[src/rtl/demodulator.sv]
// rtl/demodulator.sv - coherent 4-phase demodulator with serial bit re-output
// Correlates 32-sample symbols against sine/cosine references and decides the bit pair.
module demodulator #(
  parameter int          SAMPLES_PER_SYM = 32,
  parameter logic [20:0] ERR_THRESH      = 21'd64000
) (
  input  logic               clk_fast,
  input  logic               rst,
  input  logic               in_valid,
  input  logic [7:0]         wav_in,
  output logic [1:0]         sym_out,
  output logic               sym_valid,
  output logic               sym_err,
  output logic signed [20:0] corr_i,
  output logic signed [20:0] corr_q,
  output logic               bit_out,
  output logic               bit_strobe
);

  localparam logic [4:0] LAST_K = 5'(SAMPLES_PER_SYM - 1);

  typedef enum logic {
    SER_IDLE,
    SER_SHIFT
  } ser_state_e;

  // First quadrant of round(127*sin(2*pi*j/32)), j = 0..8.
  function automatic logic signed [7:0] quarter_wave(input logic [3:0] j);
    logic signed [7:0] v;
    case (j)
      4'd0:    v = 8'sd0;
      4'd1:    v = 8'sd25;
      4'd2:    v = 8'sd49;
      4'd3:    v = 8'sd71;
      4'd4:    v = 8'sd90;
      4'd5:    v = 8'sd106;
      4'd6:    v = 8'sd117;
      4'd7:    v = 8'sd125;
      4'd8:    v = 8'sd127;
      default: v = 8'sd0;
    endcase
    return v;
  endfunction

  function automatic logic signed [7:0] sine_lut(input logic [4:0] idx);
    logic [4:0]        mirror;
    logic [3:0]        j;
    logic signed [7:0] m;
    mirror = 5'd16 - {1'b0, idx[3:0]};
    j      = idx[3] ? mirror[3:0] : idx[3:0];
    m      = quarter_wave(j);
    return idx[4] ? -m : m;
  endfunction

  function automatic logic [20:0] abs21(input logic signed [20:0] x);
    return x[20] ? 21'(-x) : 21'(x);
  endfunction

  logic [4:0]         k_q, k_d;
  logic signed [20:0] acc_i_q, acc_i_d;
  logic signed [20:0] acc_q_q, acc_q_d;
  logic [1:0]         sym_q, sym_d;
  logic               valid_q, valid_d;
  logic               err_q, err_d;
  logic signed [20:0] corr_i_q, corr_i_d;
  logic signed [20:0] corr_q_q, corr_q_d;

  logic signed [7:0]  s_w;
  logic signed [7:0]  sin_w;
  logic signed [7:0]  cos_w;
  logic signed [15:0] prod_i_w;
  logic signed [15:0] prod_q_w;
  logic signed [20:0] sum_i_w;
  logic signed [20:0] sum_q_w;
  logic [20:0]        mag_i_w;
  logic [20:0]        mag_q_w;

  assign s_w      = signed'({~wav_in[7], wav_in[6:0]});
  assign sin_w    = sine_lut(k_q);
  assign cos_w    = sine_lut(k_q + 5'd8);
  assign prod_i_w = s_w * sin_w;
  assign prod_q_w = s_w * cos_w;
  // Sample 0 restarts the sums so a completed symbol never needs a separate clear cycle.
  assign sum_i_w  = (k_q == 5'd0) ? {{5{prod_i_w[15]}}, prod_i_w}
                                  : acc_i_q + {{5{prod_i_w[15]}}, prod_i_w};
  assign sum_q_w  = (k_q == 5'd0) ? {{5{prod_q_w[15]}}, prod_q_w}
                                  : acc_q_q + {{5{prod_q_w[15]}}, prod_q_w};
  assign mag_i_w  = abs21(sum_i_w);
  assign mag_q_w  = abs21(sum_q_w);

  always_comb begin
    k_d      = k_q;
    acc_i_d  = acc_i_q;
    acc_q_d  = acc_q_q;
    sym_d    = sym_q;
    valid_d  = 1'b0;
    err_d    = err_q;
    corr_i_d = corr_i_q;
    corr_q_d = corr_q_q;
    if (in_valid) begin
      k_d     = k_q + 5'd1;
      acc_i_d = sum_i_w;
      acc_q_d = sum_q_w;
      if (k_q == LAST_K) begin
        k_d      = 5'd0;
        valid_d  = 1'b1;
        corr_i_d = sum_i_w;
        corr_q_d = sum_q_w;
        if (mag_i_w >= mag_q_w) begin
          sym_d = sum_i_w[20] ? 2'b11 : 2'b00;
          err_d = mag_i_w < ERR_THRESH;
        end else begin
          sym_d = sum_q_w[20] ? 2'b10 : 2'b01;
          err_d = mag_q_w < ERR_THRESH;
        end
      end
    end else if (k_q != 5'd0) begin
      k_d     = 5'd0;
      acc_i_d = '0;
      acc_q_d = '0;
    end
  end

  always_ff @(posedge clk_fast or posedge rst) begin
    if (rst) begin
      k_q      <= '0;
      acc_i_q  <= '0;
      acc_q_q  <= '0;
      sym_q    <= '0;
      valid_q  <= 1'b0;
      err_q    <= 1'b0;
      corr_i_q <= '0;
      corr_q_q <= '0;
    end else begin
      k_q      <= k_d;
      acc_i_q  <= acc_i_d;
      acc_q_q  <= acc_q_d;
      sym_q    <= sym_d;
      valid_q  <= valid_d;
      err_q    <= err_d;
      corr_i_q <= corr_i_d;
      corr_q_q <= corr_q_d;
    end
  end

  ser_state_e ser_state_q, ser_state_d;
  logic [4:0] cnt_q, cnt_d;
  logic       bit_q, bit_d;
  logic       low_q, low_d;
  logic       strobe_q, strobe_d;

  // A new decision always wins, which gives the seamless reload on cycle 31.
  always_comb begin
    ser_state_d = ser_state_q;
    cnt_d       = cnt_q;
    bit_d       = bit_q;
    low_d       = low_q;
    strobe_d    = 1'b0;
    if (valid_q) begin
      ser_state_d = SER_SHIFT;
      cnt_d       = 5'd0;
      bit_d       = sym_q[1];
      low_d       = sym_q[0];
      strobe_d    = 1'b1;
    end else if (ser_state_q == SER_SHIFT) begin
      if (cnt_q == 5'd31) begin
        ser_state_d = SER_IDLE;
      end else begin
        cnt_d = cnt_q + 5'd1;
        if (cnt_q == 5'd15) begin
          bit_d    = low_q;
          strobe_d = 1'b1;
        end
      end
    end
  end

  always_ff @(posedge clk_fast or posedge rst) begin
    if (rst) begin
      ser_state_q <= SER_IDLE;
      cnt_q       <= '0;
      bit_q       <= 1'b0;
      low_q       <= 1'b0;
      strobe_q    <= 1'b0;
    end else begin
      ser_state_q <= ser_state_d;
      cnt_q       <= cnt_d;
      bit_q       <= bit_d;
      low_q       <= low_d;
      strobe_q    <= strobe_d;
    end
  end

  assign sym_out    = sym_q;
  assign sym_valid  = valid_q;
  assign sym_err    = err_q;
  assign corr_i     = corr_i_q;
  assign corr_q     = corr_q_q;
  assign bit_out    = bit_q;
  assign bit_strobe = strobe_q;

endmodule

[config.mk]
export PLATFORM = sky130hd
export DESIGN_NAME = demodulator
export DESIGN_NICKNAME = d
export VERILOG_FILES = /design/src/rtl/demodulator.sv
export SDC_FILE = /design/constraint.sdc
export NUM_CORES = 1
export LEC_CHECK = 0
export CORE_ASPECT_RATIO = 1.1
export CORE_MARGIN = 4
export CORE_UTILIZATION = 50
export DETAILED_ROUTE_END_ITERATION = 10
export PLACE_DENSITY = 0.68
export SLEW_MARGIN = 20
export SYNTH_ARGS = -nofsm -noshare
export SYNTH_HDL_FRONTEND = slang
export SYNTH_SLANG_ARGS = --single-unit
[constraint.sdc]
create_clock -name clk_fast -period 23.7 [get_ports clk_fast]
set_input_delay 4.74 -clock clk_fast [delete_from_list [all_inputs] [get_ports clk_fast]]
set_output_delay 4.74 -clock clk_fast [all_outputs]
set_load 0.005 [all_outputs]
==> impl_metrics.tcl <==
set metrics [dict create \
    final.setup.worst_slack_ps 8760 \
    grt_pass1_wl_um 57600 \
    rows 64 \
    synth.avg_cell_area_um2 8.25 \
    outcome "complete, no violations" \
    worstRegToRegCells 50 \
    cts_hold_buf 0 \
    clockBufferDepth 2 \
    timing.rr.start "k_q[0]$_DFFE_PP0P_" \
    synth_cell_types 83 \
    viasPerCell 5.73 \
    fin_crit_sh_pct 63.0 \
    final_cell_mix "inv_1 (192), nand2_1 (168), ha_1 (139)" \
    hold_path.class "reg -> reg" \
    syn-num-nets 1981 \
    path_max_fanout 17 \
    end_kind "register" \
    clock-sinks 102 \
    die_h_um 185 \
    grt_max_degree 76 \
    nets 1990 \
    final_max_slew_viol_count 0 \
    netlist.area_leader.share_pct 18.0 \
    first_pass_iters 5 \
    route.met3.wl_um 1380 \
    die_w_um 168 \
    cp_data_required_time_ps 23950 \
    maxSlewHeadroom_pct 37.0 \
    crit_type "in -> reg" \
    dp_slack_ps 8480 \
    synthArstFlopShare_pct 100 \
    crit_cells 37 \
    grtUsageTotal_pct 22.2 \
    max_freq_mhz 66.9 \
    final_common_cell "inv_1" \
    placed_area_um2 15000 \
    maxCapViolations 0 \
    wire_per_inst_um 16.2 \
    path_buf_inv 6 \
    stdcell_area_um2 15300 \
    drt_iter0_drc 668 \
    grt_overflow 0 \
    antenna_left 0 \
    wl_um 34000 \
    synthCells 1717 \
    synth_warnings 0 \
    root_buffer "clkbuf_16" \
    hold_depth 2 \
    synth_area_leaders "dfrtp_1 (18%), fa_1 (16%), ha_1 (12%), inv_1 (5.1%), o21ai_0 (4.9%)" \
    initial_core_util_pct 50.8 \
    syn_to_final_growth_pct 7.90 \
    cp_slowest_cell "clkdlybuf4s50_1" \
    synthFlopType "dfrtp_1" \
    ys_ff_latch 102 \
    r2r_setup_slack_ps 10050 \
    place_hpwl_um 27200 \
    dr_wl_met2_um 16300 \
    htreeDepth 3 \
    gp_congestion 0.908 \
    rsz0062_at_grt "false" \
    highest_layer "met4" \
    tightest_slew_ps 937 \
    port_buffers 58 \
    wl_met1_um 15700 \
    hold_path_startpoint "corr_q[19]$_DFFE_PP0P_" \
    ys_seq_area_share_pct 18.0 \
    synth_top_cell_by_area "dfrtp_1" \
    drc_errors 0 \
    cts_tree "built" \
    reg2reg_to "sym_out[0]$_DFFE_PP0P_" \
    cts_buffers 9 \
    startpoint_type "input port" \
    clock_latency_ps 360 \
    antenna_found_initial 0 \
    netlist_area_um2 14200 \
    diodes 0 \
    grt_pass1_vias 11737 \
    min_to "corr_q[19]$_DFFE_PP0P_" \
    fill_cells 2646 \
    synth-edff-count 0 \
    setup_viol 0 \
    ioPinCount 59 \
    post-route-min-period_ps 14940 \
    cp_slowest_stage_delay_ps 670 \
    crit_family "compound AO/OA/AOI/OAI gates" \
    arrival_ps 15190 \
    dr_total_vias 12003 \
    cts_resized 0 \
    cts.clk_slew.worst_paths_ps 70 \
    fin_skew_ps 12.5 \
    timing.hold.ws_ps 480 \
    dieArea_um2 31100 \
    final_hold_viol_count 0 \
    setup_tns_ps 0 \
    core_area_um2 27900 \
    cts_setup_buffers 0 \
    layout-drive-gt1-share_pct 3.29 \
]
area by class of cell:
| cell class | count | area [um^2] | share of cell area (%) |
|---|---|---|---|
| clock buffer | 10 | 239 | 1.56 |
| clock inverter | 6 | 53.8 | 0.352 |
| tap | 363 | 454 | 2.97 |
| sequential | 102 | 2550 | 16.7 |
| inverter | 193 | 727 | 4.76 |
| multi-input combinational | 1353 | 10600 | 69.4 |
| timing repair buffer | 67 | 648 | 4.24 |
how the worst max path moves through the flow:
stage | from | to | slack (ps)
floorplan | wav_in[0] | sym_err$_DFFE_PP0P_ | 9780
global placement | wav_in[0] | sym_out[0]$_DFFE_PP0P_ | 8640
detailed placement | wav_in[0] | sym_out[0]$_DFFE_PP0P_ | 8480
CTS | wav_in[0] | sym_out[0]$_DFFE_PP0P_ | 8830
global route | wav_in[0] | sym_err$_DFFE_PP0P_ | 8070
finish | wav_in[0] | sym_out[0]$_DFFE_PP0P_ | 8760
sequential cells by signal (all words and copies together) (netlist names):
register	cells
acc_i_q	21
acc_q_q	21
bit_out	1
bit_strobe	1
cnt_q	5
corr_i	21
corr_q	21
k_q	5
low_q	1
ser_state_q	1
sym_err	1
sym_out	2
sym_valid	1
Yosys cell counts, types with 5 or more instances:
cell type / number
clkbuf_1: 50
dfrtp_1: 102
or2_2: 9
nand4_1: 13
nand2b_1: 15
o21ai_1: 6
nor3_1: 25
a21boi_0: 5
o31ai_1: 12
a211oi_1: 17
xor2_1: 48
xnor2_1: 62
o21ai_0: 138
and2_1: 72
o21a_1: 13
buf_1: 9
a21o_1: 22
nor2b_1: 38
o211ai_1: 13
nand2_1: 169
nor4_1: 8
inv_1: 193
fa_1: 114
nor2_1: 112
a31oi_1: 13
mux2_2: 12
buf_2: 7
nand3_1: 57
nor3b_1: 7
ha_1: 139
nor4b_1: 6
or3_1: 8
a21oi_1: 75
mux2i_1: 14
or4_1: 8
o22ai_1: 5
and3_1: 14
tightest hold or removal path: cells and delay by family (launching register included):
kind	cells	cell delay, ps
simple gates	1	40
flops	1	340
compound gates	1	60
cell families after synthesis:
| group | share of synthesized area (%) |
|---|---|
| multiplexers | 1.94 |
| AND/OR/NAND/NOR | 21.1 |
| buffers and inverters | 7.17 |
| flip-flops | 18.0 |
| AO/OA/AOI/OAI | 16.6 |
| XOR/XNOR | 6.80 |
| adder cells (fa/ha/maj) | 28.4 |
metal layers:
layer / up-vias / global-route usage (%)
met4: 0 / 4.90
met2: 259 / 38.7
met5: - / 0
met1: 5845 / 30.2
met3: 41 / 2.12
li1: 5858 / -
metrics by stage:
step,cells,utilization (%)
2_1_floorplan,1717,-
3_3_place_gp,2078,53.8
3_5_place_dp,2078,53.8
4_1_cts,2094,54.8
5_1_grt,2094,54.8
6_report,2094,54.8
Power is left out: the tool's default activity adds up to more than one toggle a clock period on the data nets, which glitch-free logic cannot reach.
